### config.mk
export PLATFORM = sky130hd
export DESIGN_NAME = id_ex_stage
export DESIGN_NICKNAME = d
export VERILOG_FILES = /design/src/rtl/id_ex_stage.sv
export SDC_FILE = /design/constraint.sdc
export NUM_CORES = 1
export LEC_CHECK = 0
export ABC_AREA = 1
export BUFFER_PORTS_ARGS = -buffer_cell sky130_fd_sc_hd__buf_4
export CAP_MARGIN = 30
export CORE_ASPECT_RATIO = 1.4
export CORE_MARGIN = 2
export CORE_UTILIZATION = 25
export CTS_CLUSTER_DIAMETER = 30
export DETAILED_ROUTE_END_ITERATION = 7
export PLACE_DENSITY_LB_ADDON = 0.08
export SYNTH_ARGS = -nofsm -noshare
export SYNTH_HDL_FRONTEND = slang
export SYNTH_SLANG_ARGS = --single-unit
### constraint.sdc
create_clock -name clk -period 3.9 [get_ports clk]
set_input_delay 0.585 -clock clk [delete_from_list [all_inputs] [get_ports clk]]
set_output_delay 0.585 -clock clk [all_outputs]
set_load 0.01 [all_outputs]
### src/rtl/id_ex_stage.sv
// id_ex_stage
//   ID/EX pipeline register of a 5-stage MIPS pipeline, with load-use
//   hazard detection and a saturating count of inserted load-use bubbles.
//
//   Ports
//     clk, rst                 clock, async active-high reset
//     ID_Valid                 ID holds a real instruction
//     ID_Order                 instruction word (rs/rt/rd/imm fields)
//     ID_ReadData1/2           register file data for rs / rt
//     ID_UsesRt                ID instruction reads rt as a source
//     ID_ZeroExt               zero- (1) or sign- (0) extend imm
//     ID_Ctrl                  {RegWrite,MemRead,MemWrite,MemtoReg,ALUSrc,RegDst,ALUOp[1:0]}
//     ID_Flush                 squash the ID instruction
//     EX_Hold                  downstream stall, freeze ID/EX
//     ID_Stall                 hold PC and IF/ID (combinational)
//     EX_*                     latched stage contents
//     EX_BubbleCnt             saturating count of load-use bubbles
module id_ex_stage #(
  parameter int CNT_W = 16
) (
  input  logic             clk,
  input  logic             rst,
  input  logic             ID_Valid,
  input  logic [31:0]      ID_Order,
  input  logic [31:0]      ID_ReadData1,
  input  logic [31:0]      ID_ReadData2,
  input  logic             ID_UsesRt,
  input  logic             ID_ZeroExt,
  input  logic [7:0]       ID_Ctrl,
  input  logic             ID_Flush,
  input  logic             EX_Hold,
  output logic             ID_Stall,
  output logic             EX_Valid,
  output logic [31:0]      EX_ReadData1,
  output logic [31:0]      EX_ReadData2,
  output logic [31:0]      EX_Imm,
  output logic [4:0]       EX_Rs,
  output logic [4:0]       EX_Rt,
  output logic [4:0]       EX_WriteReg,
  output logic [7:0]       EX_Ctrl,
  output logic [CNT_W-1:0] EX_BubbleCnt
);

  localparam int CTRL_MEMREAD = 6;
  localparam int CTRL_REGDST  = 2;

  logic [4:0]  id_rs;
  logic [4:0]  id_rt;
  logic [4:0]  id_rd;
  logic [15:0] id_imm;
  logic [31:0] id_imm_ext;
  logic        load_use;
  logic        bubble;
  logic        unused_opcode;

  assign id_rs  = ID_Order[25:21];
  assign id_rt  = ID_Order[20:16];
  assign id_rd  = ID_Order[15:11];
  assign id_imm = ID_Order[15:0];
  assign unused_opcode = &{1'b0, ID_Order[31:26]};

  assign id_imm_ext = ID_ZeroExt ? {16'h0000, id_imm} : {{16{id_imm[15]}}, id_imm};

  // A load in EX whose destination is read by ID must wait one cycle; $0 is
  // hardwired to zero so a load targeting it can never be a hazard.
  assign load_use = EX_Valid & EX_Ctrl[CTRL_MEMREAD] & ID_Valid &
                    (EX_WriteReg != 5'd0) &
                    ((EX_WriteReg == id_rs) | (ID_UsesRt & (EX_WriteReg == id_rt)));

  assign ID_Stall = load_use | EX_Hold;
  assign bubble   = ID_Flush | load_use;

  always_ff @(posedge clk or posedge rst) begin
    if (rst) begin
      EX_Valid     <= 1'b0;
      EX_ReadData1 <= '0;
      EX_ReadData2 <= '0;
      EX_Imm       <= '0;
      EX_Rs        <= '0;
      EX_Rt        <= '0;
      EX_WriteReg  <= '0;
      EX_Ctrl      <= '0;
    end else if (EX_Hold) begin
      // keep everything
    end else if (bubble) begin
      EX_Valid     <= 1'b0;
      EX_ReadData1 <= '0;
      EX_ReadData2 <= '0;
      EX_Imm       <= '0;
      EX_Rs        <= '0;
      EX_Rt        <= '0;
      EX_WriteReg  <= '0;
      EX_Ctrl      <= '0;
    end else begin
      EX_Valid     <= ID_Valid;
      EX_ReadData1 <= ID_ReadData1;
      EX_ReadData2 <= ID_ReadData2;
      EX_Imm       <= id_imm_ext;
      EX_Rs        <= id_rs;
      EX_Rt        <= id_rt;
      EX_WriteReg  <= ID_Ctrl[CTRL_REGDST] ? id_rd : id_rt;
      EX_Ctrl      <= ID_Valid ? ID_Ctrl : 8'h00;
    end
  end

  // Only load-use bubbles are counted; a flush in the same cycle owns the bubble.
  always_ff @(posedge clk or posedge rst) begin
    if (rst) begin
      EX_BubbleCnt <= '0;
    end else if (!EX_Hold && load_use && !ID_Flush && (EX_BubbleCnt != {CNT_W{1'b1}})) begin
      EX_BubbleCnt <= EX_BubbleCnt + CNT_W'(1);
    end
  end

endmodule

[After elaboration in Yosys (flattened, before gate mapping)]
Cells that the tools add are included.
Cells by class
  add/subtract/negate cells: 1
  equality and inequality tests: 3
  mux-type cells: 11
  bitwise logic cells: 8
  reduce and logical (&&, ||, !) cells: 6
Operators by type and width (number)
  $mux W32: 4
  $mux W5: 4
  $add A16 B1 Y16 const B: 1
  $mux W8: 2
  $ne A16 B16 Y1 const B: 1
  $eq A5 B5 Y1: 2
  $and A1 B1 Y1: 5
  $reduce_bool A5 Y1: 1
  $logic_and A1 B1 Y1: 3
  $or A1 B1 Y1: 3
  $logic_not A1 Y1: 2
  $mux W1: 1
Word-level totals
  register bits: 136

[Longest topological paths before layout]
  depth in word-level cells: 7
  gate-level depth with buffers: 11

[Least setup slack after synthesis]
Ideal clock, no wire load.
  kind: input to output
  from: in ID_Valid
  to: out ID_Stall
  data arrival time: 1454 ps
  required time: 3315 ps
  path slack: 1861 ps
  stages on the path: 7
  buffers on the path: 2
  cells stage by stage: buf_2 nand3_1 o21bai_1 inv_2 nand2_4 buf_2 nand2_1
Between the ends
  cells in the longest elaborated chain, start to end: 4
Ends and longest elaborated chain
  start: declaration: line 23  | input logic ID_Valid,
  $and A1 B1 Y1 (2 in series): line 66  | assign load_use = EX_Valid & EX_Ctrl[CTRL_MEMREAD] & ID_Valid &
  $and A1 B1 Y1: line 67  | (EX_WriteReg != 5'd0) &
  $or A1 B1 Y1: line 70  | assign ID_Stall = load_use | EX_Hold;
  end: declaration: line 32  | output logic ID_Stall,
Every way passes these cells.

[Worst setup path after layout]
  from: reg EX_WriteReg[3]
  to: out ID_Stall
Between the ends
  cells in the longest elaborated chain, start to end: 5
  elaborated cells on any way between the ends: 8
  those cells by class: 2 x eq/ne; 5 x bitwise; 1 x reduce/logical
Ends and longest elaborated chain
  start: declaration: line 39  | output logic [4:0] EX_WriteReg,
  start signal: assignment: line 101  | EX_WriteReg <= ID_Ctrl[CTRL_REGDST] ? id_rd : id_rt;
  $eq A5 B5 Y1: line 68  | ((EX_WriteReg == id_rs) | (ID_UsesRt & (EX_WriteReg == id_rt)));
  $and A1 B1 Y1: line 68
  $or A1 B1 Y1: line 68
  $and A1 B1 Y1 *: line 67
  $or A1 B1 Y1 *: line 70
Mark *: on every way between the ends. The rest lies on a longest branch, timed or not.

==> run_results.csv <==
group,metric,value,unit
placement,place_area,7620,um2
global_route,grt_usage,0.162,
clock_network,clk_pin_slew,0.06,ns
sta,final_max_slew_viol_count,0,
min_path,hp-class,"input pin to async pin",
drt,viasPerCell,4.29,
logic_synthesis,syn-num-nets,800,
setup_path,cp-start-kind,"flip-flop",
die,core-area,22400,um2
logic_synthesis,syn_inst,688,
clock_network,cts.htree.levels,4,
setup_path,crit_path_start,"EX_WriteReg[3]$_DFFE_PP0N_",
logic_synthesis,syn_area_per_cell,8.20,um2
sta,max_freq,351,MHz
placement,place_ws,1.22,ns
sta,setup_viol,0,
sta,hold_viol,0,
setup_path,cp.arrival,2.26,ns
sta,skew,0.00681,ns
cells_and_area,drive_gt1_frac,0.337,
drt,drtIter0Drc,227,
drt,drc,0,
sta,setup_tns,0,ns
logic_synthesis,synthArstFlopShare,1.00,
drt,vias,5209,
pwr,leakage,4.49,nW
sta,period_minus_slack,2.85,ns
setup_path,r2r_slack,1.68,ns
global_route,grt_pass1_vias,5346,
sta,max_slew_margin,0.459,
pwr,power-per-cell-area,432,nW/um2
die,initial_core_util,0.252,
sta,rsz0062_at_grt,"no",
cells_and_area,stdcell_area,8250,um2
sta,period_share,0.730,
setup_path,r2r_start,"EX_WriteReg[3]$_DFFE_PP0N_",
logic_synthesis,ys_seq_elements,121,
drt,wl_per_cell,15.1,um
logic_synthesis,yosysWarningCount,0,
logic_synthesis,synth_cell_types,25,
clock_network,post_cts_buffers,0,
clock_network,clk_path_buf_depth,2,
die,row_count,65,
outcome,outcome,"complete, no violations",
clock_network,cts-buffers-inserted,17,
setup_path,path_class,"flip-flop to primary output",
sta,tightest_slew,0.811,ns
global_route,grt_pass1_wl,29.4,mm
die,dieHeight,182,um
clock_network,cts.sinks,121,
pwr,p_total,3.57,mW
setup_path,rr_endpoint,"EX_Imm[13]$_DFFE_PP0N_",
logic_synthesis,synth-edff-count,0,
clock_network,worstSkewPairLatency,0.42,ns
cells_and_area,stdcell_count,1215,
cells_and_area,syn_to_final_growth,46.1,%
cells_and_area,final_core_util,0.369,
setup_path,reg2reg_depth,9,
die,die_w,131,um
cells_and_area,n_antenna_cell,0,
global_route,antenna_found_initial,0,
sta,setup_slack,1.05,ns
placement,io_buffers,241,
drt,antenna_left,0,
setup_path,endpoint,"ID_Stall",
placement,placedCellCount,1183,
global_route,grt_max_degree,86,
die,die_area,23800,um2
setup_path,cp.required,3.31,ns
clock_network,ctsHoldBuffers,0,
clock_network,cts_resized,0,
placement,dp_hpwl,12.5,mm
clock_network,cts_tree,"done",
logic_synthesis,yosysSeqAreaShare,0.537,
cells_and_area,layout.nets,1013,
logic_synthesis,netlist_area,5640,um2
global_route,grt_overflow_total,0,
placement,gp_congestion,0.755,
run,cap_violations,0,
drt,finalWirelength,18.4,mm
drt,drtPass1Iterations,4,
pwr,ir_drop,0.292,mV
logic_synthesis,ys.flop_type,"dfrtp_1",
setup_path,cp_max_fo,32,
die,io_pins,248,
clock_network,cts_root_buf,"clkbuf_16",
sta,holdWs,0.211,ns
setup_path,end_kind,"primary output",
-- layer usage --
metal / share of wire / track usage
met1: 0.41 / 0.193
met2: 0.50 / 0.268
met3: 0.070 / 0.0536
met4: 0.020 / 0.0587
met5: 0 / 0
-- cells in the mapped netlist (all sizes together), types with 3 or more instances --
cell    count  area (um2)
dfrtp     121        3030
o21bai      5        37.5
o22ai       5        31.3
nand2     279        1060
buf        41         260
nor3        3        15.0
nor2       25        93.8
nand4      22         138
clkbuf     12        45.0
o21ai      17        85.1
inv        53         199
nand3     101         618
-- cell usage in the layout, fill, tap and decap left out --
master,instances
a21oi_1,1
a31oi_1,1
buf_12,3
buf_4,244
bufinv_16,4
clkbuf_1,2
clkbuf_16,17
clkbuf_8,2
clkinv_2,2
clkinv_4,2
clkinvlp_4,3
dfrtp_1,121
ha_1,1
inv_1,47
inv_2,5
inv_4,1
nand2_1,276
nand2_2,2
nand2_4,1
nand3_1,80
nand3_2,20
nand3_4,1
nand4_1,22
nor2_1,24
nor2_4,1
nor3_1,3
o21ai_0,13
o21ai_1,4
o21bai_1,5
o22ai_1,5
xnor2_1,1
-- registers in the layout, indices dropped and copies added, names as in the netlist --
signal / flops
EX_Rs: 5
EX_Rt: 5
EX_Ctrl: 8
EX_WriteReg: 5
EX_Valid: 1
EX_ReadData2: 32
EX_ReadData1: 32
EX_Imm: 17
EX_BubbleCnt: 16
-- how the worst min path moves through the flow --
stage	cells past startpoint	slack [ns]	end	startpoint
detailed placement	2	0.47	EX_ReadData1[3]$_DFFE_PP0N_	EX_ReadData1[3]$_DFFE_PP0N_
finish	2	0.21	EX_ReadData1[18]$_DFFE_PP0N_	rst
global placement	2	0.46	EX_ReadData1[21]$_DFFE_PP0N_	EX_ReadData1[21]$_DFFE_PP0N_
CTS	2	0.21	EX_ReadData1[24]$_DFFE_PP0N_	rst
floorplan	2	0.51	EX_Ctrl[1]$_DFFE_PP0N_	EX_Ctrl[1]$_DFFE_PP0N_
global route	2	0.24	EX_ReadData1[18]$_DFFE_PP0N_	rst
-- kinds of logic after synthesis --
family | synth area share
AOI/OAI and AO/OA | 0.0293
xor gates and xnor gates | 0.00155
adders and majority gates | 0.00222
buffers and inverters | 0.0894
DFF | 0.537
and+or+nand+nor | 0.341
-- power breakdown --
part	switching [mW]	total [mW]	internal (mW)
sequential	0.0522	1.39	1.34
clock	0.591	1.69	1.10
combinational	0.247	0.482	0.236
-- area by class of cell --
cell class / instances / area, um2
Clock inverter: 11 / 170
Timing Repair Buffer: 247 / 1890
Clock buffer: 21 / 460
Fill cell: 2404 / 14100
Sequential cell: 121 / 3030
Inverter: 53 / 201
Multi-Input combinational cell: 461 / 2120
Tap cell: 301 / 377
-- critical path: stages, from the launching register on --
cell and delay (ns):
dfrtp_1 0.40, inv_1 0.12, nand2_1 0.07, nand2_1 0.05, nor2_1 0.13, nand3_1 0.11
nand2_2 0.32, nand2_4 0.35, nand2_1 0.15, buf_4 0.13
(Power assumes the default switching activity.)
